==> src/rtl/product_accumulator.sv <==
// rtl/product_accumulator.sv - groups multiplier products into sums over valid/ready handshakes
// Sums up to COUNT products per group and presents sum, count and a sticky carry-out flag.
module product_accumulator #(
    parameter int n     = 16,
    parameter int COUNT = 4,
    parameter int G     = 4
) (
    input  logic                         clk,
    input  logic                         rst,
    input  logic [2*n-1:0]               Z,
    input  logic                         in_valid,
    output logic                         in_ready,
    input  logic                         flush,
    output logic [2*n+G-1:0]             sum,
    output logic [$clog2(COUNT+1)-1:0]   sum_cnt,
    output logic                         ovf,
    output logic                         out_valid,
    input  logic                         out_ready
);
    localparam int W  = 2*n + G;
    localparam int CW = $clog2(COUNT+1);
    localparam logic [CW-1:0] LAST = CW'(COUNT-1);

    typedef enum logic {ST_ACC, ST_HOLD} state_t;

    state_t          state_q, state_d;
    logic [W-1:0]    acc_q, acc_d;
    logic [CW-1:0]   cnt_q, cnt_d;
    logic            gflag_q, gflag_d;
    logic [W-1:0]    sum_q, sum_d;
    logic [CW-1:0]   sum_cnt_q, sum_cnt_d;
    logic            ovf_q, ovf_d;

    logic            accept;
    logic            close;
    logic [W:0]      add;
    logic [W-1:0]    acc_nxt;
    logic [CW-1:0]   cnt_nxt;
    logic            gflag_nxt;

    always_comb begin
        state_d   = state_q;
        acc_d     = acc_q;
        cnt_d     = cnt_q;
        gflag_d   = gflag_q;
        sum_d     = sum_q;
        sum_cnt_d = sum_cnt_q;
        ovf_d     = ovf_q;

        accept    = in_valid && (state_q == ST_ACC);
        add       = {1'b0, acc_q} + {{(G+1){1'b0}}, Z};
        acc_nxt   = accept ? add[W-1:0] : acc_q;
        cnt_nxt   = accept ? cnt_q + 1'b1 : cnt_q;
        gflag_nxt = gflag_q | (accept & add[W]);
        // A lone flush on an empty group must not emit anything.
        close     = (state_q == ST_ACC) &&
                    ((accept && cnt_q == LAST) || (flush && (cnt_q != '0 || accept)));

        case (state_q)
            ST_ACC: begin
                if (close) begin
                    sum_d     = acc_nxt;
                    sum_cnt_d = cnt_nxt;
                    ovf_d     = gflag_nxt;
                    acc_d     = '0;
                    cnt_d     = '0;
                    gflag_d   = 1'b0;
                    state_d   = ST_HOLD;
                end else begin
                    acc_d     = acc_nxt;
                    cnt_d     = cnt_nxt;
                    gflag_d   = gflag_nxt;
                end
            end
            ST_HOLD: begin
                if (out_ready) state_d = ST_ACC;
            end
            default: state_d = ST_ACC;
        endcase
    end

    always_ff @(posedge clk) begin
        if (rst) begin
            state_q   <= ST_ACC;
            acc_q     <= '0;
            cnt_q     <= '0;
            gflag_q   <= 1'b0;
            sum_q     <= '0;
            sum_cnt_q <= '0;
            ovf_q     <= 1'b0;
        end else begin
            state_q   <= state_d;
            acc_q     <= acc_d;
            cnt_q     <= cnt_d;
            gflag_q   <= gflag_d;
            sum_q     <= sum_d;
            sum_cnt_q <= sum_cnt_d;
            ovf_q     <= ovf_d;
        end
    end

    assign in_ready  = (state_q == ST_ACC);
    assign out_valid = (state_q == ST_HOLD);
    assign sum       = sum_q;
    assign sum_cnt   = sum_cnt_q;
    assign ovf       = ovf_q;
endmodule

==> config.mk <==
export PLATFORM = sky130hd
export DESIGN_NAME = product_accumulator
export DESIGN_NICKNAME = d
export VERILOG_FILES = /design/src/rtl/product_accumulator.sv
export SDC_FILE = /design/constraint.sdc
export NUM_CORES = 1
export LEC_CHECK = 0
export ABC_AREA = 1
export ABC_CLOCK_PERIOD_IN_PS = 4010
export CAP_MARGIN = 40
export CORE_MARGIN = 2
export CORE_UTILIZATION = 35
export CTS_CLUSTER_DIAMETER = 40
export DETAILED_ROUTE_END_ITERATION = 7
export MAX_ROUTING_LAYER = met4
export PLACE_DENSITY = 0.51
export SETUP_SLACK_MARGIN = 0.05
export SYNTH_ARGS = -nofsm -noshare
export SYNTH_HDL_FRONTEND = slang
export SYNTH_SLANG_ARGS = --single-unit
export TNS_END_PERCENT = 30
==> constraint.sdc <==
create_clock -name clk -period 4.01 [get_ports clk]
set_input_delay 1.0025 -clock clk [delete_from_list [all_inputs] [get_ports clk]]
set_output_delay 1.0025 -clock clk [all_outputs]
set_load 0.1 [all_outputs]
==> impl_metrics.csv, run 1 <==
group,metric,value,unit
timing,fin_crit_sh,78.0,%
die,core,15900,um^2
timing,worst_slew_pin_slew,612,ps
finish,nets,1131,
critical_path,worst-setup-path-type,"primary input to flip-flop",
clocking,h-tree-depth,3,
place,dp_hpwl,14.3,mm
timing,maxSlewHeadroom,58.8,%
finish,fill_cells,1622,
clocking,ctsRootBufferMaster,"clkbuf_16",
global_route,grt.total_usage,22.7,%
logic_synthesis,synth_area_leader_cell,"dfxtp_1",
routing,ant_nets,0,
logic_synthesis,synth_cells,948,
logic_synthesis,syn_area,5700,um^2
global_route,grt_max_degree,54,
die,num_io_pins,79,
clocking,clkTransAtPathRegs,70,ps
die,start_util,35.9,%
finish,syn_to_final_growth,34.6,%
finish,seq_area,1620,um^2
pwr,p_switching,0.00156,W
clocking,cts.path.max_buffers,2,
critical_path,path_max_fanout,4,
routing,drc,0,
logic_synthesis,synthTopCellsByArea,"dfxtp_1 28%, nand2_1 21%, inv_1 9.4%",
place,place_congestion,0.972,
logic_synthesis,yosysTopAreaCellShare,28.5,%
global_route,antenna_found_initial,0,
timing,finalHoldViolations,0,
routing,avgRoutedWirePerCell,14.3,um
logic_synthesis,synth_edf_count,0,
finish,final_core_util,48.2,%
timing,max_freq,320,MHz
pwr,sequentialPowerShare,27.4,%
pwr,totalPowerFinal,0.00357,W
clocking,cts_sinks,81,
pwr,switching_share,43.7,%
logic_synthesis,async_reset_ff_share,0,%
finish,multi_input_area,3400,um^2
pwr,irDropWorstVdd,0.275,mV
die,die-height,132,um
finish,drive_gt1_share,8.37,%
pwr,power_density,466,nW/um^2
global_route,grt_use_met3,2.01,%
routing,routed_wl,18.3,mm
pwr,comb_power_share,47.8,%
clocking,ctsHoldBuffers,0,
logic_synthesis,synth_warnings,0,
routing,num_vias,5918,
critical_path,crit_required,4230,ps
timing,skew,6.86,ps
min_path,hold_path_class,"flip-flop to flip-flop",
critical_path,cp-end-kind,"flip-flop",
clocking,cts_resized,0,
pwr,p_clk_share,24.9,%
clocking,numCtsBuffers,9,
pwr,intPower,0.00201,W
logic_synthesis,synthFlopType,"dfxtp_1",
routing,drt_iter0_markers,519,
logic_synthesis,syn-mean-instance-area,6.01,um^2
logic_synthesis,ys_seq_area_share,28.5,%
die,row_count,46,
place,port_buffers,78,
global_route,grtUsageMet2,31.2,%
run,drv_cap,0,
timing,timing.final.crit_period,3130,ps
global_route,overflow,0,
critical_path,critPathLaunchType,"primary input",
logic_synthesis,syn-num-nets,1021,
timing,slew_violations,0,
die,die_area,17300,um^2
clocking,cts_tree,"yes",
critical_path,cp.arrival,3340,ps
timing,setup_violations,0,
pwr,p_leak,3.92,nW
clocking,postCtsSetupRepairBufs,0,
global_route,busiest_layer,"met1",
clocking,clock_latency,350,ps
global_route,grt_pass1_vias,5590,
global_route,use_met1,34.3,%
timing,rsz0062_at_grt,"false",
routing,first_pass_iters,5,
finish,n_antenna_cell,0,
logic_synthesis,synthDistinctLibCells,35,
status,outcome,"finished clean",
timing,tns,0,ps
routing,vias_per_cell,4.63,
logic_synthesis,ys_ff_latch,81,
die,die_x,132,um
global_route,grt_pass1_wl,29.9,mm
[power by group through the flow]
stage / Clock (W) / Sequential (W) / Combinational [W]
finish: 0.000888 / 0.000977 / 0.00171
global route: 0.000937 / 0.000988 / 0.00185
CTS: 0.000907 / 0.000976 / 0.00171
detailed placement: 0 / 0.000992 / 0.00170
global placement: 0 / 0.000997 / 0.00149
floorplan: 0 / 0.00141 / 0.000684
[per-layer routing]
layer | vias up | wire [um]
met5 | - | 0
met4 | 0 | 356
met3 | 21 | 864
met2 | 130 | 7170
met1 | 2594 | 9960
li1 | 3173 | -
[critical path, stage by stage]
cell             delay (ps)
clkdlybuf4s50_1         400
ha_1                    280
fa_1                    470
nand3_1                 120
nand3_1                 140
nand2_1                  90
nand3_1                 150
nand2_1                 100
nand2_1                  80
nand2_1                  80
nand2_1                 120
nand3b_1                140
nand2_1                  70
nand2_1                  50
nor2_1                   40
[layout make-up]
| type | count | area share (%) |
|---|---|---|
| Multi-Input combinational cell | 696 | 44.4 |
| Clock buffer | 10 | 3.12 |
| Sequential cell | 81 | 21.2 |
| Timing Repair Buffer | 126 | 19.8 |
| Inverter | 144 | 7.05 |
| Clock inverter | 6 | 0.980 |
| Tap cell | 216 | 3.53 |
[flip-flops by register name, indices dropped and copies added (netlist names)]
| register | flops |
|---|---|
| out_valid | 1 |
| gflag_q | 1 |
| ovf | 1 |
| sum | 36 |
| cnt_q | 3 |
| sum_cnt | 3 |
| acc_q | 36 |
[synth_stat cells, types with 4 or more instances]
| cell | count |
|---|---|
| o21ai_0 | 40 |
| clkbuf_1 | 12 |
| ha_1 | 35 |
| nor3_1 | 19 |
| buf_2 | 11 |
| dfxtp_1 | 81 |
| a21oi_1 | 43 |
| o21ai_1 | 5 |
| xor2_1 | 4 |
| nand2_1 | 314 |
| nor2_1 | 116 |
| nand3_1 | 72 |
| inv_1 | 142 |
| or2_2 | 5 |
| nor3_2 | 8 |
| xnor2_1 | 14 |
[worst paths after layout]
| path | startpoint | end | slack (ps) | depth (start not counted) |
|---|---|---|---|---|
| max reg2reg | acc_q[0]$_SDFFE_PP0N_ | acc_q[32]$_SDFFE_PP0N_ | 1650 | 14 |
| max | Z[0] | acc_q[32]$_SDFFE_PP0N_ | 880 | 15 |
| min reg2reg | sum_cnt[0]$_SDFFE_PP0P_ | sum_cnt[0]$_SDFFE_PP0P_ | 490 | 2 |
| min | sum_cnt[0]$_SDFFE_PP0P_ | sum_cnt[0]$_SDFFE_PP0P_ | 490 | 2 |
[cells by family (layout without fill, tap and decap cells)]
| family | count (synthesis) | after routing | share of synthesized area (%) |
|---|---|---|---|
| flip-flops | 81 | 81 | 28.5 |
| adder cells (fa/ha/maj) | 36 | 36 | 8.04 |
| multiplexers | 2 | 2 | 0.352 |
| AO/OA/AOI/OAI | 95 | 95 | 8.83 |
| XOR/XNOR | 18 | 18 | 2.77 |
| AND/OR/NAND/NOR | 545 | 545 | 39.8 |
| buffers and inverters | 171 | 286 | 11.8 |
[stage by stage]
step | instance area, um^2 | setup WS (ps) | std cells | hold slack, ps
after floorplan | 5700 | 1220 | 948 | 457
after global placement | 6670 | 478 | 1221 | 467
after detailed placement | 7350 | 539 | 1263 | 482
after CTS | 7660 | 893 | 1279 | 492
after global routing | 7660 | 698 | 1279 | 529
final | 7660 | 883 | 1279 | 492
[placed cells by master (no fill, tap or decap), types with 4 or more instances in the layout]
cell / netlist / layout
a21oi_1: 43 / 43
buf_16: 0 / 4
buf_4: 0 / 5
buf_8: 0 / 38
clkbuf_16: 0 / 9
clkdlybuf4s50_1: 0 / 77
dfxtp_1: 81 / 81
ha_1: 35 / 35
inv_1: 142 / 142
nand2_1: 314 / 314
nand3_1: 72 / 72
nor2_1: 116 / 116
nor3_1: 19 / 19
nor3_2: 8 / 8
o21ai_0: 40 / 40
o21ai_1: 5 / 5
or2_2: 5 / 5
xnor2_1: 14 / 14
xor2_1: 4 / 4
(Power assumes the default switching activity.)
==> run 2, diff against run 1 <==
--- a/config.mk
+++ b/config.mk
@@ -6,14 +6,14 @@
 export NUM_CORES = 1
 export LEC_CHECK = 0
 export ABC_AREA = 1
-export ABC_CLOCK_PERIOD_IN_PS = 4010
+export ABC_CLOCK_PERIOD_IN_PS = 2700
 export CAP_MARGIN = 40
 export CORE_MARGIN = 2
 export CORE_UTILIZATION = 35
 export CTS_CLUSTER_DIAMETER = 40
 export DETAILED_ROUTE_END_ITERATION = 7
 export MAX_ROUTING_LAYER = met4
-export PLACE_DENSITY = 0.51
+export PLACE_DENSITY = 0.53
 export SETUP_SLACK_MARGIN = 0.05
 export SYNTH_ARGS = -nofsm -noshare
 export SYNTH_HDL_FRONTEND = slang
==> constraint.sdc (replaced) <==
create_clock -name clk -period 2.7 [get_ports clk]
set_input_delay 0.675 -clock clk [delete_from_list [all_inputs] [get_ports clk]]
set_output_delay 0.675 -clock clk [all_outputs]
set_load 0.1 [all_outputs]
==> run 2 against run 1 <==
Effect of this change:
- setup slack got worse by 730 ps
- core utilization fell by 1.1 points
- hold slack got worse by 10 ps
- cell area fell by 2.3%
- flip-flop and latch count did not move
- clock power rose by 41%
- via count rose by 1.5%
- cell count rose by 2.3%
- total power rose by 44%
- count of clock-buffer cells in the layout rose by 1
- sequential power rose by 49%
==> impl_metrics.csv, run 2 (synthesized netlist as in run 1, its figures left out) <==
group,metric,value,unit
pwr,totalPowerFinal,0.00513,W
routing,ant_nets,0,
critical_path,reg2reg_from,"acc_q[8]$_SDFFE_PP0N_",
critical_path,reg2reg_depth,14,
clocking,numCtsBuffers,9,
global_route,grt_pass1_wl,28.6,mm
clocking,cts_sinks,81,
critical_path,crit_chain,"clkdlybuf4s50_1 > ha_1 > nand2_1 > nand2_1 > a31oi_1 > nand2_1 > a21oi_1 > nand2_1 > nand3_1 > nand3_1 > nand2_1 > inv_1",
timing,finalHoldViolations,0,
status,outcome,"finished clean",
clocking,cts.path.max_buffers,2,
finish,drive_gt1_share,16.0,%
die,start_util,35.9,%
min_path,hold_path.startpoint,"gflag_q$_SDFFE_PP0N_",
finish,fill_cells,1733,
timing,whs,482,ps
clocking,clkTransAtPathRegs,60,ps
timing,timing.final.crit_period,2550,ps
min_path,hold_path_class,"flip-flop to flip-flop",
pwr,p_leak,4.01,nW
timing,setup_violations,0,
finish,n_antenna_cell,0,
timing,max_freq,393,MHz
global_route,grt_max_degree,65,
place,dp_hpwl,14.2,mm
critical_path,cp.buffers_inverters,2,
critical_path,crit_required,2940,ps
place,port_buffers,78,
run,drv_cap,0,
die,core,15900,um^2
finish,nets,1160,
timing,worst_slew_pin_slew,800,ps
critical_path,crit_family,"simple AND/OR/NAND/NOR gates",
finish,syn_to_final_growth,31.4,%
routing,first_pass_iters,4,
timing,maxSlewHeadroom,46.7,%
clocking,cts_tree,"yes",
die,row_count,46,
critical_path,critPathMaxStageDelay,420,ps
routing,drt_iter0_markers,575,
routing,num_vias,6009,
global_route,grt.total_usage,21.6,%
timing,fin_crit_sh,94.3,%
pwr,irDropWorstVdd,0.411,mV
critical_path,cp-end-kind,"flip-flop",
routing,avgRoutedWirePerCell,13.9,um
critical_path,crit_path_top_delay_cell,"clkdlybuf4s50_1",
die,die-height,132,um
global_route,antenna_found_initial,0,
finish,instances_no_fill,1308,
min_path,worstHoldEndpoint,"gflag_q$_SDFFE_PP0N_",
clocking,clock_latency,350,ps
critical_path,cp.arrival,2790,ps
global_route,overflow,0,
critical_path,r2r-end,"acc_q[33]$_SDFFE_PP0N_",
critical_path,cp_num_cells,12,
place,place_congestion,0.926,
finish,final_core_util,47.1,%
critical_path,worst-setup-path-type,"primary input to flip-flop",
clocking,ctsHoldBuffers,0,
min_path,hold_depth,2,
die,num_io_pins,79,
routing,drc,0,
routing,routed_wl,18.2,mm
timing,skew,11.6,ps
global_route,grt_pass1_vias,5417,
critical_path,path_max_fanout,5,
finish,layout_commonest_cell,"nand2_1",
pwr,power_density,685,nW/um^2
finish,layout_common_cells,"311 x nand2_1, 142 x inv_1, 117 x buf_4",
clocking,ctsRootBufferMaster,"clkbuf_16",
die,die_area,17300,um^2
clocking,h-tree-depth,3,
critical_path,critPathLaunchType,"primary input",
timing,rsz0062_at_grt,"true",
routing,vias_per_cell,4.59,
critical_path,r2r_slack,590,ps
critical_path,path_common_cell,"nand2_1",
die,die_x,132,um
place,place_inst,1292,
timing,slew_violations,0,
run 2: power breakdown:
| group | internal (W) | switching [W] |
|---|---|---|
| Sequential | 0.00135 | 0.000108 |
| Combinational | 0.000785 | 0.00164 |
| Clock | 0.000716 | 0.000531 |
| Total | 0.00285 | 0.00227 |
run 2: tightest hold or removal path: stages (launching register included):
cell      delay (ps)
dfxtp_1          300
inv_1             70
a211oi_2          60
run 2: how the worst max path moves through the flow:
stage	endpoint	from	slack (ps)
after floorplan	in_ready	out_valid$_SDFF_PP0_	240
after global placement	sum[22]$_SDFFE_PP0P_	Z[0]	-260
after detailed placement	sum[22]$_SDFFE_PP0P_	Z[0]	-260
after CTS	sum[22]$_SDFFE_PP0P_	Z[0]	110
after global routing	sum[32]$_SDFFE_PP0P_	Z[0]	20
final	sum[33]$_SDFFE_PP0P_	Z[30]	150
run 2: area by class of cell:
| cell class | instances | area, um^2 | area share [%] |
|---|---|---|---|
| tap | 216 | 270 | 3.61 |
| clock buffer | 11 | 233 | 3.11 |
| multi-input combinational | 696 | 3490 | 46.6 |
| sequential | 81 | 1620 | 21.7 |
| inverter | 144 | 541 | 7.22 |
| timing repair buffer | 155 | 1270 | 17.0 |
| clock inverter | 5 | 56.3 | 0.752 |
run 2: what timing repair did:
item                       4_1_cts  5_1_grt
setup endpoints to repair        0       31
gates resized for setup          0       20
buffers inserted                 0        0
run 2: per-layer routing:
layer  vias up  global-route usage [%]  wire length [um]
li1       3220                       -                 -
met1      2652                    33.9             10100
met2       123                    28.4              6980
met3        14                    2.89               879
met4         0                    5.13               196
met5         -                       -                 0
run 2: per-stage QoR:
step,cell area [um^2],setup TNS (ps),setup WS [ps]
after global routing,7480,0,20.5
after floorplan,5700,0,237
after CTS,7400,0,108
final,7480,0,154
after global placement,7110,-7560,-260
after detailed placement,7110,-7360,-255
